==> config.mk <==
export PLATFORM = sky130hd
export DESIGN_NAME = mmio_uart_responder
export DESIGN_NICKNAME = d
export VERILOG_FILES = /design/src/rtl/mmio_pkg.sv /design/src/rtl/mmio_rx_fifo.sv /design/src/rtl/mmio_uart_responder.sv
export SDC_FILE = /design/constraint.sdc
export NUM_CORES = 1
export LEC_CHECK = 0
export BUFFER_PORTS_ARGS = -buffer_cell sky130_fd_sc_hd__buf_2
export CAP_MARGIN = 20
export CELL_PAD_IN_SITES_DETAIL_PLACEMENT = 1
export CELL_PAD_IN_SITES_GLOBAL_PLACEMENT = 2
export CORE_MARGIN = 1.5
export CORE_UTILIZATION = 34
export DETAILED_ROUTE_END_ITERATION = 6
export PLACE_DENSITY_LB_ADDON = 0.12
export SYNTH_ARGS = -nofsm -noshare
export SYNTH_HDL_FRONTEND = slang
export SYNTH_HIERARCHICAL = 1
export SYNTH_SLANG_ARGS = --single-unit
==> constraint.sdc <==
create_clock -name clk -period 3 [get_ports clk]
set_input_delay 0.6 -clock clk [delete_from_list [all_inputs] [get_ports clk]]
set_output_delay 0.6 -clock clk [all_outputs]
set_load 0.02 [all_outputs]
==> src/rtl/mmio_pkg.sv <==
// Shared constants for the MMIO UART/perf-counter responder: register offsets,
// status bit positions and the address-region nibble.
package mmio_pkg;

    localparam logic [3:0] MMIO_REGION    = 4'h8;

    localparam logic [7:0] MMIO_STATUS    = 8'h00;
    localparam logic [7:0] MMIO_RX_DATA   = 8'h04;
    localparam logic [7:0] MMIO_TX_DATA   = 8'h08;
    localparam logic [7:0] MMIO_CYCLE_CNT = 8'h10;
    localparam logic [7:0] MMIO_INST_CNT  = 8'h14;
    localparam logic [7:0] MMIO_CNT_RST   = 8'h18;

    localparam int STAT_TX_EMPTY = 0;
    localparam int STAT_RX_VALID = 1;

endpackage

==> src/rtl/mmio_rx_fifo.sv <==
// Synchronous byte FIFO for the UART receive path. Push is ignored when full and
// pop when empty; a simultaneous push and pop leaves the count unchanged.
module mmio_rx_fifo #(
    parameter int DEPTH = 8,
    parameter int WIDTH = 8,
    parameter int AW    = $clog2(DEPTH)
) (
    input  logic             clk,
    input  logic             rst,
    input  logic             push,
    input  logic             pop,
    input  logic [WIDTH-1:0] din,
    output logic [WIDTH-1:0] head,
    output logic             full,
    output logic             empty,
    output logic [AW:0]      count
);

    logic [WIDTH-1:0] mem [DEPTH];
    logic [AW-1:0]    wr_ptr;
    logic [AW-1:0]    rd_ptr;
    logic             do_push;
    logic             do_pop;

    assign full    = (count == (AW+1)'(DEPTH));
    assign empty   = (count == '0);
    assign head    = mem[rd_ptr];
    assign do_push = push && !full;
    assign do_pop  = pop && !empty;

    // Storage is not reset; empty/full come only from the count.
    always_ff @(posedge clk) begin
        if (do_push) mem[wr_ptr] <= din;
    end

    // Pointers wrap naturally since DEPTH is a power of two.
    always_ff @(posedge clk) begin
        if (!rst) begin
            wr_ptr <= '0;
            rd_ptr <= '0;
            count  <= '0;
        end else begin
            if (do_push) wr_ptr <= wr_ptr + 1'b1;
            if (do_pop)  rd_ptr <= rd_ptr + 1'b1;
            case ({do_push, do_pop})
                2'b10:   count <= count + 1'b1;
                2'b01:   count <= count - 1'b1;
                default: count <= count;
            endcase
        end
    end

endmodule

==> src/rtl/mmio_uart_responder.sv <==
// MMIO responder for the 0x8xxx_xxxx window: UART TX holding register, RX FIFO and
// optional cycle/instret counters (enabled by defining MMIO_PERF_COUNTERS_EN).
module mmio_uart_responder
    import mmio_pkg::*;
#(
    parameter int          RX_FIFO_DEPTH = 8,
    parameter logic [31:0] MMIO_BASE     = {MMIO_REGION, 28'h0}
) (
    input  logic        clk,
    input  logic        rst,
    input  logic [31:0] req_addr,
    input  logic [31:0] req_wdata,
    input  logic [3:0]  req_we,
    input  logic        req_re,
    output logic [31:0] rdata,
    output logic [7:0]  tx_data,
    output logic        tx_valid,
    input  logic        tx_ready,
    input  logic [7:0]  rx_data,
    input  logic        rx_valid,
    output logic        rx_ready,
    input  logic        inst_retire
);

    localparam int AW = $clog2(RX_FIFO_DEPTH);

    logic        hit;
    logic [7:0]  offset;
    logic        rx_push;
    logic        rx_pop;
    logic [7:0]  rx_head;
    logic        rx_full;
    logic        rx_empty;
    logic [AW:0] rx_count;
    logic [31:0] rd_val;
    logic [31:0] cycle_cnt;
    logic [31:0] inst_cnt;

    assign hit    = (req_addr[31:28] == MMIO_BASE[31:28]);
    assign offset = req_addr[7:0];

    assign rx_ready = !rx_full;
    assign rx_push  = rx_valid && !rx_full;
    // An empty-FIFO read returns 0 and must not pop a byte pushed in the same cycle.
    assign rx_pop   = req_re && hit && (offset == MMIO_RX_DATA) && !rx_empty;

    mmio_rx_fifo #(
        .DEPTH (RX_FIFO_DEPTH),
        .WIDTH (8)
    ) u_rx_fifo (
        .clk   (clk),
        .rst   (rst),
        .push  (rx_push),
        .pop   (rx_pop),
        .din   (rx_data),
        .head  (rx_head),
        .full  (rx_full),
        .empty (rx_empty),
        .count (rx_count)
    );

`ifdef MMIO_PERF_COUNTERS_EN
    logic cnt_clr;
    assign cnt_clr = hit && (req_we != 4'b0) && (offset == MMIO_CNT_RST);

    always_ff @(posedge clk) begin
        if (!rst || cnt_clr) begin
            cycle_cnt <= '0;
            inst_cnt  <= '0;
        end else begin
            cycle_cnt <= cycle_cnt + 32'd1;
            if (inst_retire) inst_cnt <= inst_cnt + 32'd1;
        end
    end
`else
    assign cycle_cnt = '0;
    assign inst_cnt  = '0;
`endif

    always_comb begin
        rd_val = '0;
        case (offset)
            MMIO_STATUS: begin
                rd_val[STAT_TX_EMPTY] = !tx_valid;
                rd_val[STAT_RX_VALID] = !rx_empty;
            end
            MMIO_RX_DATA:   rd_val = rx_empty ? 32'd0 : {24'd0, rx_head};
            MMIO_CYCLE_CNT: rd_val = cycle_cnt;
            MMIO_INST_CNT:  rd_val = inst_cnt;
            default:        rd_val = '0;
        endcase
    end

    // rdata only updates on a load so it holds across idle cycles.
    always_ff @(posedge clk) begin
        if (!rst)        rdata <= '0;
        else if (req_re) rdata <= hit ? rd_val : 32'd0;
    end

    // A write landing on the handshake cycle sees tx_valid=1 and is dropped.
    always_ff @(posedge clk) begin
        if (!rst) begin
            tx_valid <= 1'b0;
            tx_data  <= '0;
        end else if (tx_valid) begin
            if (tx_ready) tx_valid <= 1'b0;
        end else if (hit && req_we[0] && (offset == MMIO_TX_DATA)) begin
            tx_valid <= 1'b1;
            tx_data  <= req_wdata[7:0];
        end
    end

    logic unused;
    assign unused = &{1'b0, req_addr[27:8], req_wdata[31:8], req_we, inst_retire,
                      rx_count, MMIO_BASE[27:0]};

endmodule

==> impl_metrics.ini <==
[clocking]
clockRootBuffer = clkbuf_16
cts_sinks = 94
clkLatencyLatePin_ns = 0.33
cts_resized = 0
max-clock-path-buffers = 2
cts_buffers = 9
htreeDepth = 3
postCtsSetupBuffers = 0
cts_hold_buf = 0
tritoncts = done
clk_pin_slew_ns = 0.07

[sta]
finalClockSkew_ns = 0.005939
period_minus_slack_ns = 2.734
max_slew.worst_pin.slew_ns = 0.6593
rsz0062_at_grt = false
slew-limit-headroom = 0.5599
max_freq_ghz = 0.3658
fin_setup_tns_ns = 0
timing.final.hold_violations = 0
maxSlewViolCount = 0
setup_viol = 0
min_period_over_period = 0.9112

[final_layout]
syn_to_final_growth_pct = 16.58
antenna_cells = 0
finalNonFillerCells = 492
drive_gt1_frac = 0.2779
final_nets = 432
n_fill_cell = 1242

[synthesis]
ys_ff_latch = 94
synth_area_leaders = edfxtp_1, dfxtp_1, mux4_1, buf_4, nand2_1
yosysSeqAreaShare = 0.6180
synth_ff_type = edfxtp_1
syn_inst = 279
synth_top_cell_by_area = edfxtp_1
avgSynthCellArea_um2 = 14.63
ys_top_cells_by_count = edfxtp_1, nand2_1, dfxtp_1
synth_cell_types = 44
yosys_warnings = 6
synth.most_common_cell = edfxtp_1
async_reset_ff_frac = 0
yosysTopAreaCellShare = 0.4709
syn_area_um2 = 4081
synth_edf_count = 64

[routing]
vias = 2313
wl_mm = 7.853
route.detailed.drc = 12
dr.pass1.iters = 6
ant_nets = 0
routedWlPerCell_um = 15.96
via_per_inst = 4.701
drt-initial-drc-count = 155

[worst_hold_path]
worstHoldPathType = reg2reg

[global_routing]
grt_pass1_wl_mm = 12.23
grt_pass1_vias = 2307
grt_antenna_before_repair = 0
grt-ovfl-total = 0
grt_usage = 0.1297
grt_max_degree = 22

[job]
drv_cap = 0

[worst_setup_path]
critPathKind = reg2reg
endpoint_kind = register
cp_data_arrival_time_ns = 2.99
worst-path-max-fanout = 5
critical_path_required_ns = 3.26
start_kind = register

[floorplanning]
row_count = 39
io_pins = 124
core_um2 = 11560
dieWidth_um = 112.6
start_util = 0.3529
die_area_um2 = 12670
fp.dieH_um = 112.6

[status]
violations = DRC
outcome = complete, but fails checks

[power_and_ir_drop]
powerDensity_nw_per_um2 = 553.5
peakVddDrop_v = 0.0003345
power_leakage_nw = 1.804

[place]
dp_hpwl_mm = 5.468
placed_cells = 477
gp_congestion = 0.6924
portBuffers = 51
[critical path, stage by stage (launching register included)]
cell,delay [ns]
dfxtp_1,0.35
nor4_4,0.31
and4bb_2,0.27
and4_2,0.23
nand2b_1,0.10
inv_1,0.11
ha_1,0.23
xor2_1,0.15
ha_1,0.18
a21oi_1,0.17
xor2_1,0.10
or3_1,0.30
a21boi_0,0.15
[cells by family (layout without fill, tap and decap cells)]
group           count (synthesis)  in the layout  synth area share
simple gates                   83             83            0.1119
xor+xnor                        6              6           0.01288
mux                            34             34            0.1487
compound gates                 19             19           0.02821
flops                          94             94            0.6180
fa+ha+maj                       5              5           0.01533
other cells                     1             24         0.0009188
buf+inv                        37             84           0.06407
[final timing paths]
check                                   startpoint            endpoint  slack [ns]  cells after the start
worst max register to register  u_rx_fifo/count[3]  u_rx_fifo/count[2]        0.27                     12
worst min register to register            rdata[5]            rdata[5]        0.45                      2
worst min-delay path                      rdata[5]            rdata[5]        0.45                      2
worst max-delay path            u_rx_fifo/count[3]  u_rx_fifo/count[2]        0.27                     12
[cells in the final DEF (no fill, tap or decap), types with 2 or more instances in the layout]
master	Yosys	final
dfxtp_1	30	30
a21boi_0	4	4
edfxtp_1	64	64
o21ai_1	4	4
nor4_4	1	2
xor2_1	3	3
nand4_1	2	2
nor2b_1	9	9
clkbuf_16	0	9
conb_1	1	24
nor3_1	2	2
buf_4	24	15
a21oi_1	3	3
mux2_2	8	8
and2_1	5	5
o21ai_0	4	4
mux2i_1	10	10
inv_6	0	3
nor2_1	8	8
or3_1	2	2
ha_1	5	5
inv_1	3	3
xnor2_1	3	3
nand2b_1	4	4
buf_2	1	51
nand3_1	3	3
mux4_1	15	15
nand2_1	38	38
[metrics by stage]
stage               hold WS, ns    util  total power, mW  setup WS, ns  area, µm²
floorplan                0.4513       -            1.552        0.3329       4168
global placement         0.4333  0.3860            1.594        0.1579       4464
detailed placement       0.4396  0.3860            1.598        0.1067       4464
CTS                      0.4489  0.4101            2.671       0.09757       4743
global route             0.4749  0.4114            2.726       0.03154       4758
finish                   0.4450  0.4114            2.634        0.2663       4758
[sequential cells by signal, summed over array words and instances (netlist names), named ones only]
name	count
u_rx_fifo/mem	64
rdata	8
tx_data	8
u_rx_fifo/count	4
u_rx_fifo/rd_ptr	3
u_rx_fifo/wr_ptr	3
tx_valid	1
[area by class of cell]
type | count | area (µm²) | share of cell area
Tap cell | 143 | 178.9 | 0.03760
Inverter | 3 | 11.26 | 0.002367
Timing Repair Buffer | 66 | 367.9 | 0.07731
Sequential cell | 94 | 2522 | 0.5301
Multi-Input combinational cell | 171 | 1399 | 0.2940
Clock buffer | 9 | 225.2 | 0.04733
Clock inverter | 6 | 53.80 | 0.01131
[metal layers]
layer / global-route usage / vias to the layer above / wire length [µm]
met5: 0 / - / 0
li1: - / 1122 / -
met1: 0.1683 / 1110 / 3661
met2: 0.2142 / 73 / 3685
met3: 0.03618 / 8 / 421
met4: 0.03544 / 0 / 85
[power by group]
part           internal, mW  switching [mW]
combinational        0.0609          0.0967
sequential             1.40         0.00913
clock                 0.573           0.489
No activity file was read; power rests on OpenSTA's default activity.
